==> config.mk <==
export PLATFORM = sky130hd
export DESIGN_NAME = clock_enable_gen
export DESIGN_NICKNAME = d
export VERILOG_FILES = /design/src/rtl/clkgen_pkg.sv /design/src/rtl/clkgen_channel.sv /design/src/rtl/clock_enable_gen.sv
export SDC_FILE = /design/constraint.sdc
export NUM_CORES = 1
export LEC_CHECK = 0
export ABC_CLOCK_PERIOD_IN_PS = 24600
export BUFFER_PORTS_ARGS = -buffer_cell sky130_fd_sc_hd__buf_2
export CORE_UTILIZATION = 40
export CTS_CLUSTER_DIAMETER = 80
export DETAILED_ROUTE_END_ITERATION = 10
export GPL_TIMING_DRIVEN = 0
export PLACE_DENSITY_LB_ADDON = 0.3
export SLEW_MARGIN = 40
export SYNTH_ARGS = -nofsm -noshare
export SYNTH_HDL_FRONTEND = slang
export SYNTH_SLANG_ARGS = --single-unit
==> constraint.sdc <==
create_clock -name clk -period 24.6 [get_ports clk]
set_input_delay 4.92 -clock clk [delete_from_list [all_inputs] [get_ports clk]]
set_output_delay 4.92 -clock clk [all_outputs]
set_load 0.005 [all_outputs]
==> src/rtl/clkgen_pkg.sv <==
// rtl/clkgen_pkg.sv - shared constants, counter type and clog2 helper for clock_enable_gen
package clkgen_pkg;

    localparam int CLK_HZ       = 100_000_000;
    localparam int DEFAULT_DIV  = CLK_HZ;
    localparam int HALF_SEC_DIV = 50_000_000;
    localparam int DEF_CNT_W    = 28;

    typedef logic [DEF_CNT_W-1:0] cnt_t;

    function automatic int clog2(input int value);
        int result;
        int rem;
        result = 0;
        rem    = value - 1;
        while (rem > 0) begin
            result = result + 1;
            rem    = rem >> 1;
        end
        return result;
    endfunction

endpackage

==> src/rtl/clkgen_channel.sv <==
// rtl/clkgen_channel.sv - one timebase channel: shadow/active divisor, counter, tick and square wave
// CLKEN_CASCADE_EN exposes the combinational wrap strobe used to chain channels.
module clkgen_channel
    import clkgen_pkg::*;
#(
    parameter int               CNT_W   = DEF_CNT_W,
    parameter logic [CNT_W-1:0] RST_DIV = '1
) (
    input  logic             clk,
    input  logic             reset,
    input  logic             advance,
    input  logic             clr,
    input  logic             we,
    input  logic [CNT_W-1:0] wdata,
    output logic             tick,
    output logic             sq
`ifdef CLKEN_CASCADE_EN
    ,
    output logic             wrap
`endif
);

    logic [CNT_W-1:0] cnt;
    logic [CNT_W-1:0] sdiv;
    logic [CNT_W-1:0] adiv;
    logic [CNT_W-1:0] d;
    logic [CNT_W-1:0] half;
    logic [CNT_W-1:0] cnt_inc;
    logic             last;

    // A zero divisor behaves like one: tick every enabled cycle.
    assign d       = (adiv == '0) ? CNT_W'(1) : adiv;
    assign half    = d >> 1;
    assign cnt_inc = cnt + CNT_W'(1);
    assign last    = (cnt == d - CNT_W'(1));

`ifdef CLKEN_CASCADE_EN
    assign wrap = advance & ~clr & last;
`endif

    always_ff @(posedge clk or posedge reset) begin
        if (reset) begin
            cnt  <= '0;
            tick <= 1'b0;
            sq   <= 1'b0;
            sdiv <= RST_DIV;
            adiv <= RST_DIV;
        end else begin
            if (we) begin
                sdiv <= wdata;
            end
            // adiv reloads from the pre-edge sdiv, so a colliding write lands one period later.
            if (clr) begin
                cnt  <= '0;
                tick <= 1'b0;
                sq   <= 1'b0;
                adiv <= sdiv;
            end else if (advance) begin
                if (last) begin
                    cnt  <= '0;
                    tick <= 1'b1;
                    sq   <= 1'b0;
                    adiv <= sdiv;
                end else begin
                    cnt  <= cnt_inc;
                    tick <= 1'b0;
                    if (d >= CNT_W'(2) && cnt_inc == half) begin
                        sq <= 1'b1;
                    end
                end
            end else begin
                tick <= 1'b0;
            end
        end
    end

endmodule

==> src/rtl/clock_enable_gen.sv <==
// rtl/clock_enable_gen.sv - multi-channel clock-enable and square-wave timebase (top)
// CLKEN_CASCADE_EN: channel k>=1 advances only when channel k-1 wraps.
module clock_enable_gen
    import clkgen_pkg::*;
#(
    parameter int  NUM_CH      = 3,
    parameter int  CNT_W       = DEF_CNT_W,
    parameter int  DEFAULT_DIV = clkgen_pkg::DEFAULT_DIV,
    localparam int CH_W        = (NUM_CH > 1) ? clog2(NUM_CH) : 1
) (
    input  logic              clk,
    input  logic              reset,
    input  logic              en,
    input  logic              sync_clr,
    input  logic              cfg_we,
    input  logic [CH_W-1:0]   cfg_ch,
    input  logic [CNT_W-1:0]  cfg_div,
    output logic [NUM_CH-1:0] tick,
    output logic [NUM_CH-1:0] sq
);

    localparam logic [CNT_W-1:0] RST_DIV = CNT_W'(DEFAULT_DIV);

    logic [NUM_CH-1:0] we_ch;
    logic [NUM_CH-1:0] adv;
`ifdef CLKEN_CASCADE_EN
    logic [NUM_CH-1:0] wrap;
`endif

    for (genvar i = 0; i < NUM_CH; i++) begin : g_ch
        localparam logic [CH_W-1:0] IDX = CH_W'(i);

        // Out-of-range channel numbers match no index and are dropped.
        assign we_ch[i] = cfg_we & (cfg_ch == IDX);

`ifdef CLKEN_CASCADE_EN
        if (i == 0) begin : g_root
            assign adv[i] = en;
        end else begin : g_child
            assign adv[i] = wrap[i-1];
        end
`else
        assign adv[i] = en;
`endif

        clkgen_channel #(
            .CNT_W   (CNT_W),
            .RST_DIV (RST_DIV)
        ) u_channel (
            .clk     (clk),
            .reset   (reset),
            .advance (adv[i]),
            .clr     (sync_clr),
            .we      (we_ch[i]),
            .wdata   (cfg_div),
            .tick    (tick[i]),
            .sq      (sq[i])
`ifdef CLKEN_CASCADE_EN
            ,
            .wrap    (wrap[i])
`endif
        );
    end

endmodule

==> impl_metrics.ini, run 1 <==
[synthesis]
synth_commonest_cells = dfrtp_1 (186), xnor2_1 (162), nand2_1 (131)
ranking_of_synthesized_cells_by_area = dfrtp_1 (27%), dfstp_2 (11%), xnor2_1 (8.1%), mux2_2 (6.1%), mux2_4 (3.8%)
ys_dominant_reg_cell = dfrtp_1
synth_fp_nets = 1885
syn-instance-count = 1841
synth-async-reset-ratio_pct = 100
synth_most_common_cell = dfrtp_1
mappedNetlistArea_um2 = 17500
synth.lib_cells_used.distinct = 88
yosys_warnings = 0
postSynthAreaPerCell_um2 = 9.52
synth_edf_count = 0
cell_type_contributing_the_most_total_cell_area_after_synthesis = dfrtp_1
yosys_register_bits = 258
ys_seq_area_share_pct = 37.3
synth.top_cell.area_share_pct = 26.6

[place]
dpl-instance-area_um2 = 18600
number_of_placed_cells_counting_well_taps = 2468
port_buffers = 39
finalWeightedCongestion = 0.920
hpwl_mm = 38.8

[setup_path]
rrSetupSlack_ns = 19.34
endpoint_kind = register
cp.required_ns = 25.05
worst-path-max-fanout = 10
arrival_ns = 7.58
regToRegEndpoint = g_ch[1].u_channel.cnt[8]
critical_path.endpoint = g_ch[0].u_channel.cnt[19]
worst_r2r_path_depth = 18
crit_type = primary input to register
crit_start = en
timing.rr.start = g_ch[1].u_channel.adiv[15]
start_kind = primary input

[timing]
setup_tns_ns = 0
clock-skew-final_ns = 0.0139
tightest_slew_ns = 0.873
timing_hold_violations_final = 0
min_period_ns = 7.12
min_period_over_period_pct = 29.0
max_slew_margin_pct = 41.8
final-setup-viol-count = 0
max_freq_ghz = 0.140
grt_setup_unrepaired = false
maxSlewViolCount = 0

[die]
initial_utilization_pct = 40.6
core.rowCount = 76
pin_count = 41
dieWidth_um = 211
core_region_area_um2 = 43200
die_height_um = 211
die-area_um2 = 44700

[clock_tree]
path_clk_slew_ns = 0.06
htree_num_levels = 1
clock_tree.root_cell = clkbuf_16
worstSkewPairLatency_ns = 0.59
tritoncts = yes
holdBufCountCts = 0
cts_setup_buffers = 0
cts_made_buffers = 29
cts.sink_count = 258
clockBufferDepth = 3
cts_resized = 0

[detailed_routing]
drt_iter0_markers = 1301
drt_pass_1_iters = 6
drc_errors = 0
routed_via_density = 5.74
antenna_violating_nets_post_route = 0
routed_wl_mm = 51.7
routed_wire_length_per_instance_um = 20.5
vias = 14500

[finish]
layout-drive-gt1-share_pct = 20.5
design_area_um2 = 19500
fillers = 4195
post_layout_nonfiller_instances = 2522
insertedDiodeCount = 0
final_nets = 1958
area_of_combinational_cells_with_multiple_inputs_um2 = 10000
areaGrowthSynthToFinish_pct = 11.5
register_area_um2 = 6550

[flow_run]
max_cap_violations = 0

[power]
design_power_total_uw = 1400
leakagePower_uw = 0.00761
power.density_cell_area_nw_per_um2 = 71.5
worst_ir_drop_vdd_uv = 57.2

[global_route]
first_global_vias = 13900
antenna_found_initial = 0
overflow = 0
pin_count_of_the_biggest_net_entering_global_routing = 77
global_route.usage.total_pct = 23.4
grt_pass1_wl_mm = 81.6

[status]
run_status = finished clean

[worst_hold_path]
worst_hold_path_type = register to register
-- kinds of logic after synthesis --
kind of cell               Yosys count  synth area share (%)
adders and majority gates           10                 0.700
and+or+nand+nor                    675                  21.4
xor gates and xnor gates           232                  11.6
muxes                              190                  13.0
AOI/OAI and AO/OA                  260                  10.6
buffers and inverters              216                  5.44
DFF                                258                  37.3
-- flip-flops by register name (all words and copies together), names as in the netlist --
register	count
g_ch.u_channel.cnt	84
g_ch.u_channel.sdiv	84
g_ch.u_channel.sq	3
g_ch.u_channel.adiv	84
g_ch.u_channel.tick	3
-- layout make-up --
type / instances / area share (%)
sequential: 258 / 33.5
clock inverter: 18 / 1.02
buffer: 176 / 4.15
clock buffer: 36 / 3.95
multi-input combinational: 1367 / 51.4
inverter: 40 / 0.807
tap: 585 / 3.75
timing repair buffer: 42 / 1.42
-- per-stage QoR --
stage               hold WS [ns]  setup WS, ns  utilization, %
finish                     0.489         17.48            45.3
CTS                        0.493         17.51            45.2
floorplan                  0.452         12.70               -
global placement           0.468          9.60            42.7
detailed placement         0.477         16.94            43.0
global route               0.511         17.45            45.3
-- report_power, final --
group          total [uW]  internal, uW  switching (uW)  leakage, uW
clock network         444           249             196     0.000457
logic                 397           173             224      0.00401
registers             556           503            53.5      0.00315
-- cells in the final DEF (no fill, tap or decap), types with 13 or more instances in the layout --
cell type and count:
dfrtp_1 186, xnor2_1 162, nand2_1 131, clkbuf_1 119, nor2_1 110, mux2_2 95
dfstp_2 72, nor3_1 71, xor2_1 70, nand3_1 69, nand4_1 64, buf_2 63
o21ai_0 44, mux2_4 44, inv_1 38, and3_1 36, a21oi_1 36, mux2_1 33
nor4_1 32, clkbuf_16 29, a211o_1 19, nand2b_1 18, mux2i_1 18, and4_1 18
a31oi_1 18, o31ai_1 14, or4_1 14, buf_4 14, nand3b_1 13, or3_1 13
-- worst min path at each step --
stage | endpoint | from | slack (ns) | cells after the start
after floorplan | g_ch[1].u_channel.adiv[0] | g_ch[1].u_channel.sdiv[0] | 0.45 | 1
after global placement | g_ch[0].u_channel.adiv[6] | g_ch[0].u_channel.sdiv[6] | 0.47 | 1
after detailed placement | g_ch[0].u_channel.adiv[19] | g_ch[0].u_channel.sdiv[19] | 0.48 | 1
after CTS | g_ch[0].u_channel.adiv[27] | g_ch[0].u_channel.sdiv[27] | 0.49 | 1
after global routing | g_ch[0].u_channel.adiv[25] | g_ch[0].u_channel.sdiv[25] | 0.51 | 1
final | g_ch[0].u_channel.adiv[27] | g_ch[0].u_channel.sdiv[27] | 0.49 | 1
-- layer usage --
metal | up-vias | global-route usage, % | share of wire [%]
li1 | 6774 | - | -
met1 | 7246 | 33.3 | 47
met2 | 399 | 38.0 | 46
met3 | 67 | 2.08 | 4.6
met4 | 0 | 6.35 | 2.5
met5 | - | 0 | 0
-- critical path: stages --
cell,delay [ns]
buf_2,0.11
buf_2,0.37
clkinv_1,0.52
nor2_2,0.70
clkbuf_1,0.61
nand4_1,0.17
o311ai_0,0.15
Power figures use the tool's default switching activity.
==> run 2: changes to the inputs <==
- ABC_CLOCK_PERIOD_IN_PS: 24600 -> 6600
- clock period: 24.6 -> 6.6 ns (I/O delays scaled with it)
==> run 2 against run 1 <==
Flip-flop and latch count is the same; routed wire length rose by 0.11%; global-route usage grew 0.075 points; die area is the same; critical path depth grew 11; combinational power grew to 3.8 times the previous value; non-clock buffer count grew 9; count of clock-buffer cells in the layout is 6 higher; clock power grew to 4.1 times the previous value; critical endpoint is now g_ch[1].u_channel.cnt[2]; highest routed layer unchanged.
==> impl_metrics.ini, run 2 (synthesized netlist as in run 1, its figures left out) <==
[status]
run_status = finished clean

[place]
finalWeightedCongestion = 0.929
dpl-instance-area_um2 = 18700
hpwl_mm = 39.2
port_buffers = 39

[finish]
fillers = 4218
postLayoutCoreUtil_pct = 45.9
insertedDiodeCount = 0
areaGrowthSynthToFinish_pct = 13.1
design_area_um2 = 19800
final_nets = 1969
layout.cells.most_common = dfrtp_1
reg.largest.list = g_ch.u_channel.adiv x84, g_ch.u_channel.cnt x84, g_ch.u_channel.sdiv x84
most-common-layout-cells = dfrtp_1 (186), xnor2_1 (162), nand2_1 (131), clkbuf_1 (118), nor2_1 (110)
layout-drive-gt1-share_pct = 21.0

[power]
power.density_cell_area_nw_per_um2 = 271
leakagePower_uw = 0.00776
worst_ir_drop_vdd_uv = 211

[die]
core.rowCount = 76
die-area_um2 = 44700
die_height_um = 211
core_region_area_um2 = 43200
dieWidth_um = 211
pin_count = 41
initial_utilization_pct = 40.6

[timing]
min_period_ns = 5.29
tightest_slew_ns = 0.846
clock-skew-final_ns = 0.0148
setup_tns_ns = 0
min_period_over_period_pct = 80.1
maxSlewViolCount = 0
finalHoldWorstSlack_ns = 0.486
final-setup-viol-count = 0
max_freq_ghz = 0.189
grt_setup_unrepaired = false
max_slew_margin_pct = 43.6
timing_hold_violations_final = 0

[worst_hold_path]
worst_hold_path_type = register to register

[global_route]
grt_pass1_wl_mm = 81.9
first_global_vias = 14100
pin_count_of_the_biggest_net_entering_global_routing = 27
antenna_found_initial = 0
overflow = 0
global_route.usage.total_pct = 23.5

[setup_path]
cp.required_ns = 7.05
crit_type = register to register
arrival_ns = 5.74
endpoint_kind = register
worst-path-max-fanout = 10
start_kind = register

[clock_tree]
clockBufferDepth = 3
cts_setup_buffers = 0
holdBufCountCts = 0
cts_resized = 0
cts.sink_count = 258
clock_tree.root_cell = clkbuf_16
path_clk_slew_ns = 0.06
tritoncts = yes
cts_made_buffers = 31
worstSkewPairLatency_ns = 0.59
htree_num_levels = 1

[detailed_routing]
routed_via_density = 5.74
routed_wire_length_per_instance_um = 20.4
vias = 14500
drt_pass_1_iters = 5
routed_wl_mm = 51.8
antenna_violating_nets_post_route = 0
drc_errors = 0
drt_iter0_markers = 1293

[flow_run]
max_cap_violations = 0
[run 2: per-layer routing]
layer  wire (um)  vias up  global-route usage (%)
li1            -     6807                       -
met1       24000     7220                    32.9
met2       23700      433                    37.3
met3        2690       81                    3.14
met4        1440        0                    7.62
met5           0        -                       0
[run 2: cell type report]
type | count | area (um2) | area share, %
repair buffers | 51 | 460 | 2.32
inverters | 40 | 154 | 0.776
multi-input cells | 1367 | 10000 | 50.6
plain buffers | 176 | 810 | 4.08
clock buffers | 42 | 910 | 4.59
flip-flops and latches | 258 | 6550 | 33.0
well taps | 585 | 732 | 3.69
clock inverters | 16 | 170 | 0.859
[run 2: final timing paths]
kind | endpoint | cells past startpoint | from | slack (ns)
max | g_ch[1].u_channel.cnt[2] | 18 | g_ch[1].u_channel.adiv[20] | 1.31
min | g_ch[0].u_channel.adiv[6] | 1 | g_ch[0].u_channel.sdiv[6] | 0.49
min reg2reg | g_ch[0].u_channel.adiv[6] | 1 | g_ch[0].u_channel.sdiv[6] | 0.49
max in group asynchronous | g_ch[2].u_channel.adiv[8] | 6 | reset | 4.69
max reg2reg | g_ch[1].u_channel.cnt[2] | 18 | g_ch[1].u_channel.adiv[20] | 1.31
min in group asynchronous | g_ch[1].u_channel.cnt[21] | 2 | reset | 0.76
[run 2: power by group]
part | internal, uW | total [uW] | leakage (uW) | switching, uW
Clock | 1060 | 1800 | 0.000530 | 740
Combinational | 657 | 1490 | 0.00409 | 835
Sequential | 1870 | 2080 | 0.00315 | 201
Total | 3590 | 5360 | 0.00776 | 1780
[run 2: stage by stage]
stage / total power (uW) / cells / setup WS (ns)
floorplan: 3150 / 1841 / 1.94
global placement: 3520 / 2465 / 0.257
detailed placement: 3570 / 2476 / 1.43
CTS: 5390 / 2534 / 1.39
global route: 5620 / 2535 / 1.09
finish: 5360 / 2535 / 1.31
[run 2: critical path, stage by stage (launching register included)]
cell and delay [ns]:
dfstp_2 0.35, buf_2 0.18, nor4_2 0.55, nand3_2 0.28, nor3_1 0.44, nor2_1 0.13, ha_1 0.26, or3b_2 0.20
clkbuf_1 0.26, xnor2_1 0.10, mux2_2 0.26, o22a_1 0.23, or4_1 0.52, nor4b_1 0.27, a31oi_1 0.33, buf_2 0.32
buf_6 0.18, a21oi_1 0.17, mux2i_1 0.10
